**config.mk**
```make
export PLATFORM = sky130hd
export DESIGN_NAME = cla_word_serial_adder_flat
export DESIGN_NICKNAME = d
export VERILOG_FILES = /design/src/rtl/cla_word_serial_adder_pkg.sv /design/src/rtl/cla_word_serial_adder_if.sv /design/src/rtl/cla_word_serial_adder_cla4_slice.sv /design/src/rtl/cla_word_serial_adder.sv /design/src/flat_wrapper.sv
export SDC_FILE = /design/constraint.sdc
export NUM_CORES = 1
export LEC_CHECK = 0
export CORE_ASPECT_RATIO = 0.6
export CORE_MARGIN = 2
export CORE_UTILIZATION = 55
export DETAILED_ROUTE_END_ITERATION = 7
export GPL_ROUTABILITY_DRIVEN = 0
export PLACE_DENSITY = 0.83
export SYNTH_ARGS = -nofsm -noshare
export SYNTH_HDL_FRONTEND = slang
export SYNTH_HIERARCHICAL = 1
export SYNTH_SLANG_ARGS = --single-unit
```
**constraint.sdc**
```tcl
create_clock -name clk -period 4.25 [get_ports clk]
set_input_delay 0.85 -clock clk [delete_from_list [all_inputs] [get_ports clk]]
set_output_delay 0.85 -clock clk [all_outputs]
set_load 0.03 [all_outputs]
```
**src/rtl/cla_word_serial_adder_pkg.sv**
```systemverilog
// Shared types and constants for the word-serial carry-lookahead adder.
package cla_word_serial_adder_pkg;

  localparam int unsigned SLICE_W = 4;

  typedef enum logic [1:0] {
    StIdle = 2'd0,
    StRun  = 2'd1,
    StDone = 2'd2
  } state_e;

  // Slice-index width; never below one bit so a single-slice build still has a counter.
  function automatic int unsigned idx_width(input int unsigned n);
    return (n > 1) ? int'($clog2(n)) : 1;
  endfunction

endpackage

```
**src/rtl/cla_word_serial_adder_if.sv**
```systemverilog
// Operand/result valid-ready bundle between producer, adder and consumer.
interface cla_word_serial_adder_if #(
  parameter int unsigned WIDTH = 16
);
  logic             in_valid;
  logic             in_ready;
  logic [WIDTH-1:0] in_a;
  logic [WIDTH-1:0] in_b;
  logic             in_sub;
  logic             out_valid;
  logic             out_ready;
  logic [WIDTH-1:0] out_sum;
  logic             out_cout;
  logic             out_ovf;

  modport master (
    output in_valid, in_a, in_b, in_sub, out_ready,
    input  in_ready, out_valid, out_sum, out_cout, out_ovf
  );

  modport slave (
    input  in_valid, in_a, in_b, in_sub, out_ready,
    output in_ready, out_valid, out_sum, out_cout, out_ovf
  );
endinterface

```
**src/rtl/cla_word_serial_adder_cla4_slice.sv**
```systemverilog
// Combinational 4-bit carry-lookahead slice; exposes c3 so the caller can derive overflow.
module cla_word_serial_adder_cla4_slice (
  input  logic [3:0] x,
  input  logic [3:0] y,
  input  logic       cin,
  output logic [3:0] s,
  output logic       c3,
  output logic       c4
);
  logic [3:0] g;
  logic [3:0] p;
  logic       c1;
  logic       c2;

  assign g = x & y;
  assign p = x ^ y;

  assign c1 = g[0] | (p[0] & cin);
  assign c2 = g[1] | (p[1] & g[0]) | (p[1] & p[0] & cin);
  assign c3 = g[2] | (p[2] & g[1]) | (p[2] & p[1] & g[0]) | (p[2] & p[1] & p[0] & cin);
  assign c4 = g[3] | (p[3] & g[2]) | (p[3] & p[2] & g[1]) | (p[3] & p[2] & p[1] & g[0]) |
              (p[3] & p[2] & p[1] & p[0] & cin);

  assign s = p ^ {c3, c2, c1, cin};
endmodule

```
**src/rtl/cla_word_serial_adder.sv**
```systemverilog
// Word-serial WIDTH-bit add/subtract: one CLA slice resolves 4 bits per cycle,
// carry registered between slices. WIDTH must be a multiple of 4 and >= 4.
module cla_word_serial_adder
  import cla_word_serial_adder_pkg::*;
#(
  parameter int unsigned WIDTH = 16
) (
  input logic                    clk,
  input logic                    rst,
  cla_word_serial_adder_if.slave bus
);
  localparam int unsigned N    = WIDTH / SLICE_W;
  localparam int unsigned IdxW = idx_width(N);

  state_e           state_q, state_d;
  logic [IdxW-1:0]  idx_q, idx_d;
  logic             carry_q, carry_d;
  logic [WIDTH-1:0] a_q, a_d;
  logic [WIDTH-1:0] b_q, b_d;
  logic [WIDTH-1:0] sum_q, sum_d;
  logic             cout_q, cout_d;
  logic             ovf_q, ovf_d;

  logic [SLICE_W-1:0] slice_s;
  logic               slice_c3;
  logic               slice_c4;

  // Operands shift right each cycle so the active slice always sits in the low bits.
  cla_word_serial_adder_cla4_slice u_slice (
    .x   (a_q[SLICE_W-1:0]),
    .y   (b_q[SLICE_W-1:0]),
    .cin (carry_q),
    .s   (slice_s),
    .c3  (slice_c3),
    .c4  (slice_c4)
  );

  always_comb begin
    state_d = state_q;
    idx_d   = idx_q;
    carry_d = carry_q;
    a_d     = a_q;
    b_d     = b_q;
    sum_d   = sum_q;
    cout_d  = cout_q;
    ovf_d   = ovf_q;

    unique case (state_q)
      StIdle: begin
        if (bus.in_valid) begin
          a_d     = bus.in_a;
          b_d     = bus.in_sub ? ~bus.in_b : bus.in_b;
          carry_d = bus.in_sub;
          idx_d   = '0;
          sum_d   = '0;
          cout_d  = 1'b0;
          ovf_d   = 1'b0;
          state_d = StRun;
        end
      end
      StRun: begin
        sum_d[idx_q*SLICE_W +: SLICE_W] = slice_s;
        carry_d = slice_c4;
        a_d     = a_q >> SLICE_W;
        b_d     = b_q >> SLICE_W;
        if (idx_q == IdxW'(N - 1)) begin
          cout_d  = slice_c4;
          ovf_d   = slice_c3 ^ slice_c4;
          state_d = StDone;
        end else begin
          idx_d = idx_q + 1'b1;
        end
      end
      StDone: begin
        if (bus.out_ready) begin
          state_d = StIdle;
        end
      end
      default: state_d = StIdle;
    endcase
  end

  always_ff @(posedge clk) begin
    if (rst) begin
      state_q <= StIdle;
      idx_q   <= '0;
      carry_q <= 1'b0;
      a_q     <= '0;
      b_q     <= '0;
      sum_q   <= '0;
      cout_q  <= 1'b0;
      ovf_q   <= 1'b0;
    end else begin
      state_q <= state_d;
      idx_q   <= idx_d;
      carry_q <= carry_d;
      a_q     <= a_d;
      b_q     <= b_d;
      sum_q   <= sum_d;
      cout_q  <= cout_d;
      ovf_q   <= ovf_d;
    end
  end

  assign bus.in_ready  = (state_q == StIdle);
  assign bus.out_valid = (state_q == StDone);
  assign bus.out_sum   = sum_q;
  assign bus.out_cout  = cout_q;
  assign bus.out_ovf   = ovf_q;
endmodule
```
**src/flat_wrapper.sv**
```systemverilog
// flat-port wrapper written by rule: the top's interface ports become plain ports
module cla_word_serial_adder_flat import cla_word_serial_adder_pkg::*;
#(
  parameter int unsigned WIDTH = 16
)
  (clk, rst, bus_in_valid, bus_in_a, bus_in_b, bus_in_sub, bus_out_ready, bus_in_ready, bus_out_valid, bus_out_sum, bus_out_cout, bus_out_ovf);
  cla_word_serial_adder_if #(.WIDTH(WIDTH)) bus_i ();
  input logic clk;
  input logic rst;
  input wire logic [$bits(bus_i.in_valid)-1:0] bus_in_valid;
  input wire logic [$bits(bus_i.in_a)-1:0] bus_in_a;
  input wire logic [$bits(bus_i.in_b)-1:0] bus_in_b;
  input wire logic [$bits(bus_i.in_sub)-1:0] bus_in_sub;
  input wire logic [$bits(bus_i.out_ready)-1:0] bus_out_ready;
  output wire logic [$bits(bus_i.in_ready)-1:0] bus_in_ready;
  output wire logic [$bits(bus_i.out_valid)-1:0] bus_out_valid;
  output wire logic [$bits(bus_i.out_sum)-1:0] bus_out_sum;
  output wire logic [$bits(bus_i.out_cout)-1:0] bus_out_cout;
  output wire logic [$bits(bus_i.out_ovf)-1:0] bus_out_ovf;
  assign bus_i.in_valid = bus_in_valid;
  assign bus_i.in_a = bus_in_a;
  assign bus_i.in_b = bus_in_b;
  assign bus_i.in_sub = bus_in_sub;
  assign bus_i.out_ready = bus_out_ready;
  assign bus_in_ready = bus_i.in_ready;
  assign bus_out_valid = bus_i.out_valid;
  assign bus_out_sum = bus_i.out_sum;
  assign bus_out_cout = bus_i.out_cout;
  assign bus_out_ovf = bus_i.out_ovf;
  cla_word_serial_adder #(.WIDTH(WIDTH)) u_core (.clk(clk), .rst(rst), .bus(bus_i));
endmodule
```
==> results of run 1 <==
## cells in the final DEF, fill, tap and decap left out, types with 11 or more instances in the layout
cell type / instances
sky130_fd_sc_hd__nand2_1: 17
sky130_fd_sc_hd__a211oi_2: 11
sky130_fd_sc_hd__a22oi_1: 19
sky130_fd_sc_hd__nor2_1: 28
sky130_fd_sc_hd__dfxtp_1: 55
sky130_fd_sc_hd__a21oi_2: 12
sky130_fd_sc_hd__o22ai_1: 12
sky130_fd_sc_hd__a22o_1: 17
sky130_fd_sc_hd__clkdlybuf4s50_1: 55
sky130_fd_sc_hd__xnor2_1: 13
## power groups by stage
stage	Sequential (mW)	Combinational (mW)	Clock, mW
after floorplan	0.578	0.170	0
after global placement	0.584	0.223	0
after detailed placement	0.584	0.229	0
after CTS	0.573	0.230	0.283
after global routing	0.577	0.253	0.304
final	0.573	0.231	0.280
## worst register-to-register path, cell delays in order (launching register included)
cell,delay [ps]
sky130_fd_sc_hd__dfxtp_1,800
sky130_fd_sc_hd__nand2b_1,590
sky130_fd_sc_hd__nor4_2,620
sky130_fd_sc_hd__a22o_1,230
## path summary, 6_finish.rpt
path	start	to	slack (ps)	depth (start not counted)
min	u_core/bus.out_cout	u_core/bus.out_cout	490	2
max reg2reg	u_core/state_q[0]	u_core/bus.out_sum[9]	1960	3
max	u_core/state_q[0]	bus_out_valid	1530	2
min reg2reg	u_core/bus.out_cout	u_core/bus.out_cout	490	2
## per-layer routing
| layer | share of wire | track usage | wire [µm] |
|---|---|---|---|
| met4 | 0.0060 | 0.0538 | 36 |
| met1 | 0.51 | 0.337 | 3090 |
| met2 | 0.41 | 0.335 | 2500 |
| met3 | 0.068 | 0.0448 | 410 |
| met5 | 0 | 0 | 0 |
## sequential cells by signal, summed over array words and instances (netlist names)
name and flops:
u_core/idx_q 2, u_core/bus.out_cout 1, u_core/b_q 16, u_core/bus.out_sum 16
u_core/bus.out_ovf 1, u_core/state_q 2, u_core/a_q 16, u_core/carry_q 1
## kinds of logic (layout without fill, tap and decap cells)
| logic type | Yosys count | in the layout | share of synthesized area |
|---|---|---|---|
| AO/OA/AOI/OAI | 91 | 91 | 0.271 |
| AND/OR/NAND/NOR | 65 | 65 | 0.125 |
| flip-flops | 55 | 55 | 0.400 |
| buffers and inverters | 28 | 72 | 0.0651 |
| XOR/XNOR | 20 | 20 | 0.0637 |
| adder cells (fa/ha/maj) | 11 | 11 | 0.0528 |
| multiplexers | 5 | 5 | 0.0227 |
## cell type report
class	count	area [µm²]
clock buffer	7	76.3
clock inverter	1	5.00
fill	379	1360
inverter	7	26.3
multi-input combinational	192	1470
sequential	55	1100
tap	63	78.8
timing repair buffer	57	563
==> parameters.txt, run 1 <==
Parameter                              Value

Floorplan
  Overall die width    95.3 µm
  Area of the die    5600 µm²
  Number of standard-cell rows in the floorplan    19
  Boundary pin count    57
  Std-Cell Core Area    4680 µm²
  Die height    just under 60 µm
  Initial Utilization    0.587

Final layout
  Finished layout cell area    3320 µm²
  # diodes    0
  Layout Area Growth over Synthesis    20.8%
  Post-layout util    0.710
  Share of layout cells above drive strength 1    0.138
  Layout Cells excl Fill    approximately 380
  Nets    366

Synthesis
  EDFF count, synth    0
  Share of async-settable or async-resettable flops after synthesis    0
  Synthesis Warnings    6
  Synth top area cells    sky130_fd_sc_hd__dfxtp_1 (40%), sky130_fd_sc_hd__a22o_1 (5.4%), sky130_fd_sc_hd__a22oi_1 (5.2%)
  Synthesized instance count    between 200 and 300
  Net count of the mapped netlist    between 300 and 400
  Most used standard cells in the synthesized netlist    sky130_fd_sc_hd__dfxtp_1 (55), sky130_fd_sc_hd__nor2_1 (28), sky130_fd_sc_hd__a22oi_1 (19), sky130_fd_sc_hd__a22o_1 (17), sky130_fd_sc_hd__nand2_1 (17)
  Post-synthesis sequential element count    55
  Proportion of synthesized chip area in sequential cells    0.400
  Share of the synthesized area in the top cell type    0.400
  Cell type with the highest aggregate area in the netlist    sky130_fd_sc_hd__dfxtp_1
  Number of distinct library cell variants in the gate-level netlist after synthesis    40
  Dominant synthesized flop cell    sky130_fd_sc_hd__dfxtp_1
  Netlist area before placement    ~2800 µm²
  Average footprint of a synthesized cell    between 10 and 15 µm²
  Cell with the most instances after synthesis    sky130_fd_sc_hd__dfxtp_1

CTS
  Clock Path Buffers    2
  Count of instances resized after the clock tree is built    0
  Register clock-pin slew on the reported worst setup and hold paths    90 ps
  CTS tree    done
  Clock tree sinks    55
  Later-pin clock latency in the skew report    ~300 ps
  Hold buffer count at CTS    0
  Post CTS Setup Buffer Count    0
  Number of levels in the clock H-tree    2
  Clk Tree Root Cell    sky130_fd_sc_hd__clkbuf_8
  Total CTS buffers    5

Routing
  Detailed-route DRC error count    0
  Initial DRC Count    ~150
  Number of detailed-routing iterations run before antenna repair    4
  Via/cell ratio    5.70
  Final routed wirelength across all metal layers    between 6 and 7 mm
  Number of routed nets with antenna violations    0
  Vias after detailed routing    roughly 2200
  Wire length per cell after detailed routing    approximately 16 µm

Setup path
  Worst path slowest cell    sky130_fd_sc_hd__dfxtp_1
  Longest individual stage delay on the worst path    800 ps
  List of cells traversed by the critical path    nor2b_1 -> clkdlybuf4s50_1
  CP bufs+invs    1
  Worst path top cell family by delay    flip-flops
  Critical path fanouts, max    17
  Data required time at the worst endpoint    roughly 3400 ps
  Path type of the worst setup path    reg2out
  Critical path data arrival time    1870 ps
  Kind of end point of the critical path    primary output
  Nature of the critical path startpoint    flip-flop

Power and ir drop
  Internal power component    slightly below 800 µW
  Fraction of power spent switching nets    0.289
  Worst voltage drop across the vdd grid    between 0.15 and 0.2 mV
  Part of the total power dissipated in the clock network    0.258
  Total power per unit cell area    roughly 330 nW/µm²
  Part of the power in registers    0.529
  Sw power    313 µW
  Combinational share of power    0.213
  Static leakage power    1.23 nW
  Pwr Total    1.08 mW

Global routing
  Pin count of the biggest net entering global routing    50
  Global-route usage over all layers    0.225
  Antenna violations before repair    0
  Wire length of the first global-routing pass    roughly 9.7 mm
  Number of global-route vias before repair    2045
  Total grt overflow    0

STA
  Tightest Pin Transition    a little under 1000 ps
  Unrepaired setup endpoints after global routing    false
  Hold slack final    about 490 ps
  Final Max Tran Viols    0
  Final setup viols    0
  Worst relative slew slack    0.340
  Clock Skew    around 7.7 ps
  Setup total negative slack    0 ps
  Worst-case setup margin in the final layout    1530 ps
  Period minus WS final    approximately 2700 ps
  Hold Fails Final Rpt    0
  Share of the cycle needed by the critical path after routing    0.641
  Timing-limited maximum frequency    around 0.37 GHz

Place
  Count of input and output buffers    between 50 and 60
  Area of placed instances    roughly 3200 µm²
  Number of placed cells counting well taps    approximately 370
  Setup Slack @ Placement    about 1600 ps
  DPL Wire Length    about 4.3 mm

Worst hold path
  Path class of the lowest-slack min-delay path    reg2reg

Job
  Max-cap violation count    0

Status
  Result of the run    complete, no violations
Note: power is estimated with default switching activity, not from simulation.
==> inputs of run 2 (changes only) <==
Settings changed: CORE_UTILIZATION 55 to 51, PLACE_DENSITY 0.83 to 0.78.
Clock period 4.25 ns to 2.7 ns, I/O delays scaled along.
==> parameters.txt, run 2 (synthesized netlist as in run 1, its figures left out) <==
Parameter                              Value

Routing
  Number of routed nets with antenna violations    0
  Detailed-route DRC error count    0
  Number of detailed-routing iterations run before antenna repair    5
  Vias after detailed routing    2169
  Initial DRC Count    91
  Final routed wirelength across all metal layers    approximately 5.9 mm
  Wire length per cell after detailed routing    15.2 µm
  Via/cell ratio    5.59

CTS
  Clock Path Buffers    2
  Clk Tree Root Cell    sky130_fd_sc_hd__clkbuf_8
  Count of instances resized after the clock tree is built    0
  Number of levels in the clock H-tree    2
  Later-pin clock latency in the skew report    ~310 ps
  Register clock-pin slew on the reported worst setup and hold paths    about 90 ps
  Hold buffer count at CTS    0
  CTS tree    done
  Post CTS Setup Buffer Count    0
  Total CTS buffers    5
  Clock tree sinks    55

Setup path
  Path type of the worst setup path    reg2out
  Worst path top cell family by delay    buffers and inverters
  Worst path slowest cell    sky130_fd_sc_hd__clkdlybuf4s50_1
  Kind of end point of the critical path    primary output
  Depth of the worst register-to-register path    5
  Reg2Reg Setup Slack    between 700 and 800 ps
  Critical path fanouts, max    12
  Startpoint of the most critical register-to-register path    u_core/idx_q[0]
  Critical path data arrival time    1780 ps
  Longest individual stage delay on the worst path    680 ps
  Data required time at the worst endpoint    around 2200 ps
  Nature of the critical path startpoint    flip-flop
  Endpoint of the worst-slack reg-to-reg timing path    u_core/bus.out_sum[1]
  CP bufs+invs    1
  Launching element of the worst setup path    u_core/state_q[1]
  List of cells traversed by the critical path    nor2b_1 -> clkdlybuf4s50_1

STA
  Setup total negative slack    0 ps
  Unrepaired setup endpoints after global routing    false
  Hold slack final    468 ps
  Hold Fails Final Rpt    0
  Share of the cycle needed by the critical path after routing    0.860
  Period minus WS final    2320 ps
  Clock Skew    6.45 ps
  Final setup viols    0
  Worst relative slew slack    0.581
  Timing-limited maximum frequency    roughly 0.43 GHz
  Worst-case setup margin in the final layout    377 ps
  Tightest Pin Transition    between 600 and 700 ps
  Final Max Tran Viols    0

Final layout
  Share of layout cells above drive strength 1    0.149
  Nets    371
  Fillers    between 400 and 500
  Layout Area Growth over Synthesis    22.0%
  Post-layout util    0.654
  # diodes    0
  Commonest non-fill, non-tap cells in the layout    sky130_fd_sc_hd__clkdlybuf4s50_1 (55), sky130_fd_sc_hd__dfxtp_1 (55), sky130_fd_sc_hd__nor2_1 (28)
  Finished layout cell area    3360 µm²
  Layout Cells excl Fill    approximately 390

Floorplan
  Die height    60.9 µm
  Overall die width    between 90 and 100 µm
  Boundary pin count    57
  Area of the die    ~6000 µm²
  Initial Utilization    0.536
  Std-Cell Core Area    between 5000 and 6000 µm²
  Number of standard-cell rows in the floorplan    20

Global routing
  Pin count of the biggest net entering global routing    34
  Wire length of the first global-routing pass    around 9.8 mm
  Number of global-route vias before repair    about 2000
  Total grt overflow    0
  Global-route usage over all layers    0.210
  Antenna violations before repair    0

Worst hold path
  Worst hold endpoint    u_core/b_q[14]
  Hold path startpoint    u_core/b_q[14]
  Path class of the lowest-slack min-delay path    reg2reg
  Hold Path Cell Cnt    2

Power and ir drop
  Static leakage power    between 1 and 1.5 nW
  Pwr Total    1.69 mW
  Total power per unit cell area    between 500 and 600 nW/µm²
  Worst voltage drop across the vdd grid    0.257 mV

Place
  DPL Wire Length    about 4.3 mm
  Count of input and output buffers    56
  Number of placed cells counting well taps    ~380
  Setup Slack @ Placement    405 ps
  Area of placed instances    around 3300 µm²

Status
  Result of the run    complete, no violations

Job
  Max-cap violation count    0
-- run 2: cell count changes in the layout (fill, tap and decap cells not counted), sizes merged --
cell and change:
buf +5, clkinv -1, clkbuf -1
-- run 2: per-layer routing --
layer | vias to the layer above | share of wire | wire [µm] | track usage
met4 | 0 | 0.0096 | 57 | 0.0744
li1 | 1082 | - | - | -
met5 | - | 0 | 0 | 0
met1 | 1016 | 0.53 | 3120 | 0.313
met3 | 8 | 0.067 | 394 | 0.0634
met2 | 63 | 0.40 | 2350 | 0.287
-- run 2: worst register-to-register path: cells and delay by family, from the launching register on --
kind / cells / cell delay (ps)
AOI/OAI and AO/OA: 2 / 620
adders and majority gates: 1 / 270
buffers and inverters: 1 / 170
DFF: 1 / 550
muxes: 1 / 270
-- run 2: worst max path at each step --
stage	end	slack [ps]	cells past startpoint
after global placement	u_core/b_q[11]	500	4
after CTS	bus_out_valid	350	2
after detailed placement	u_core/b_q[2]	400	4
final	bus_out_valid	380	2
after global routing	bus_out_valid	230	2
after floorplan	u_core/bus.out_ovf	1080	7
-- run 2: cell type report --
cell class / count / area, µm² / area share
clock buffer: 6 / 72.6 / 0.0216
inverter: 7 / 26.3 / 0.00783
multi-input combinational: 192 / 1470 / 0.439
sequential: 55 / 1100 / 0.328
tap: 66 / 82.6 / 0.0246
timing repair buffer: 62 / 601 / 0.179
-- run 2: power by group --
part | internal (mW) | leakage, nW | switching, mW | total, mW
combinational | 0.176 | 0.765 | 0.198 | 0.374
sequential | 0.859 | 0.450 | 0.0371 | 0.896
clock | 0.174 | 0.0371 | 0.247 | 0.421
==> inputs of run 3 (changes only) <==
Settings changed: HOLD_SLACK_MARGIN from default to 0.12.
==> results of run 3 <==
Same layout as run 2: the final DEF is identical, and so are final timing and power.
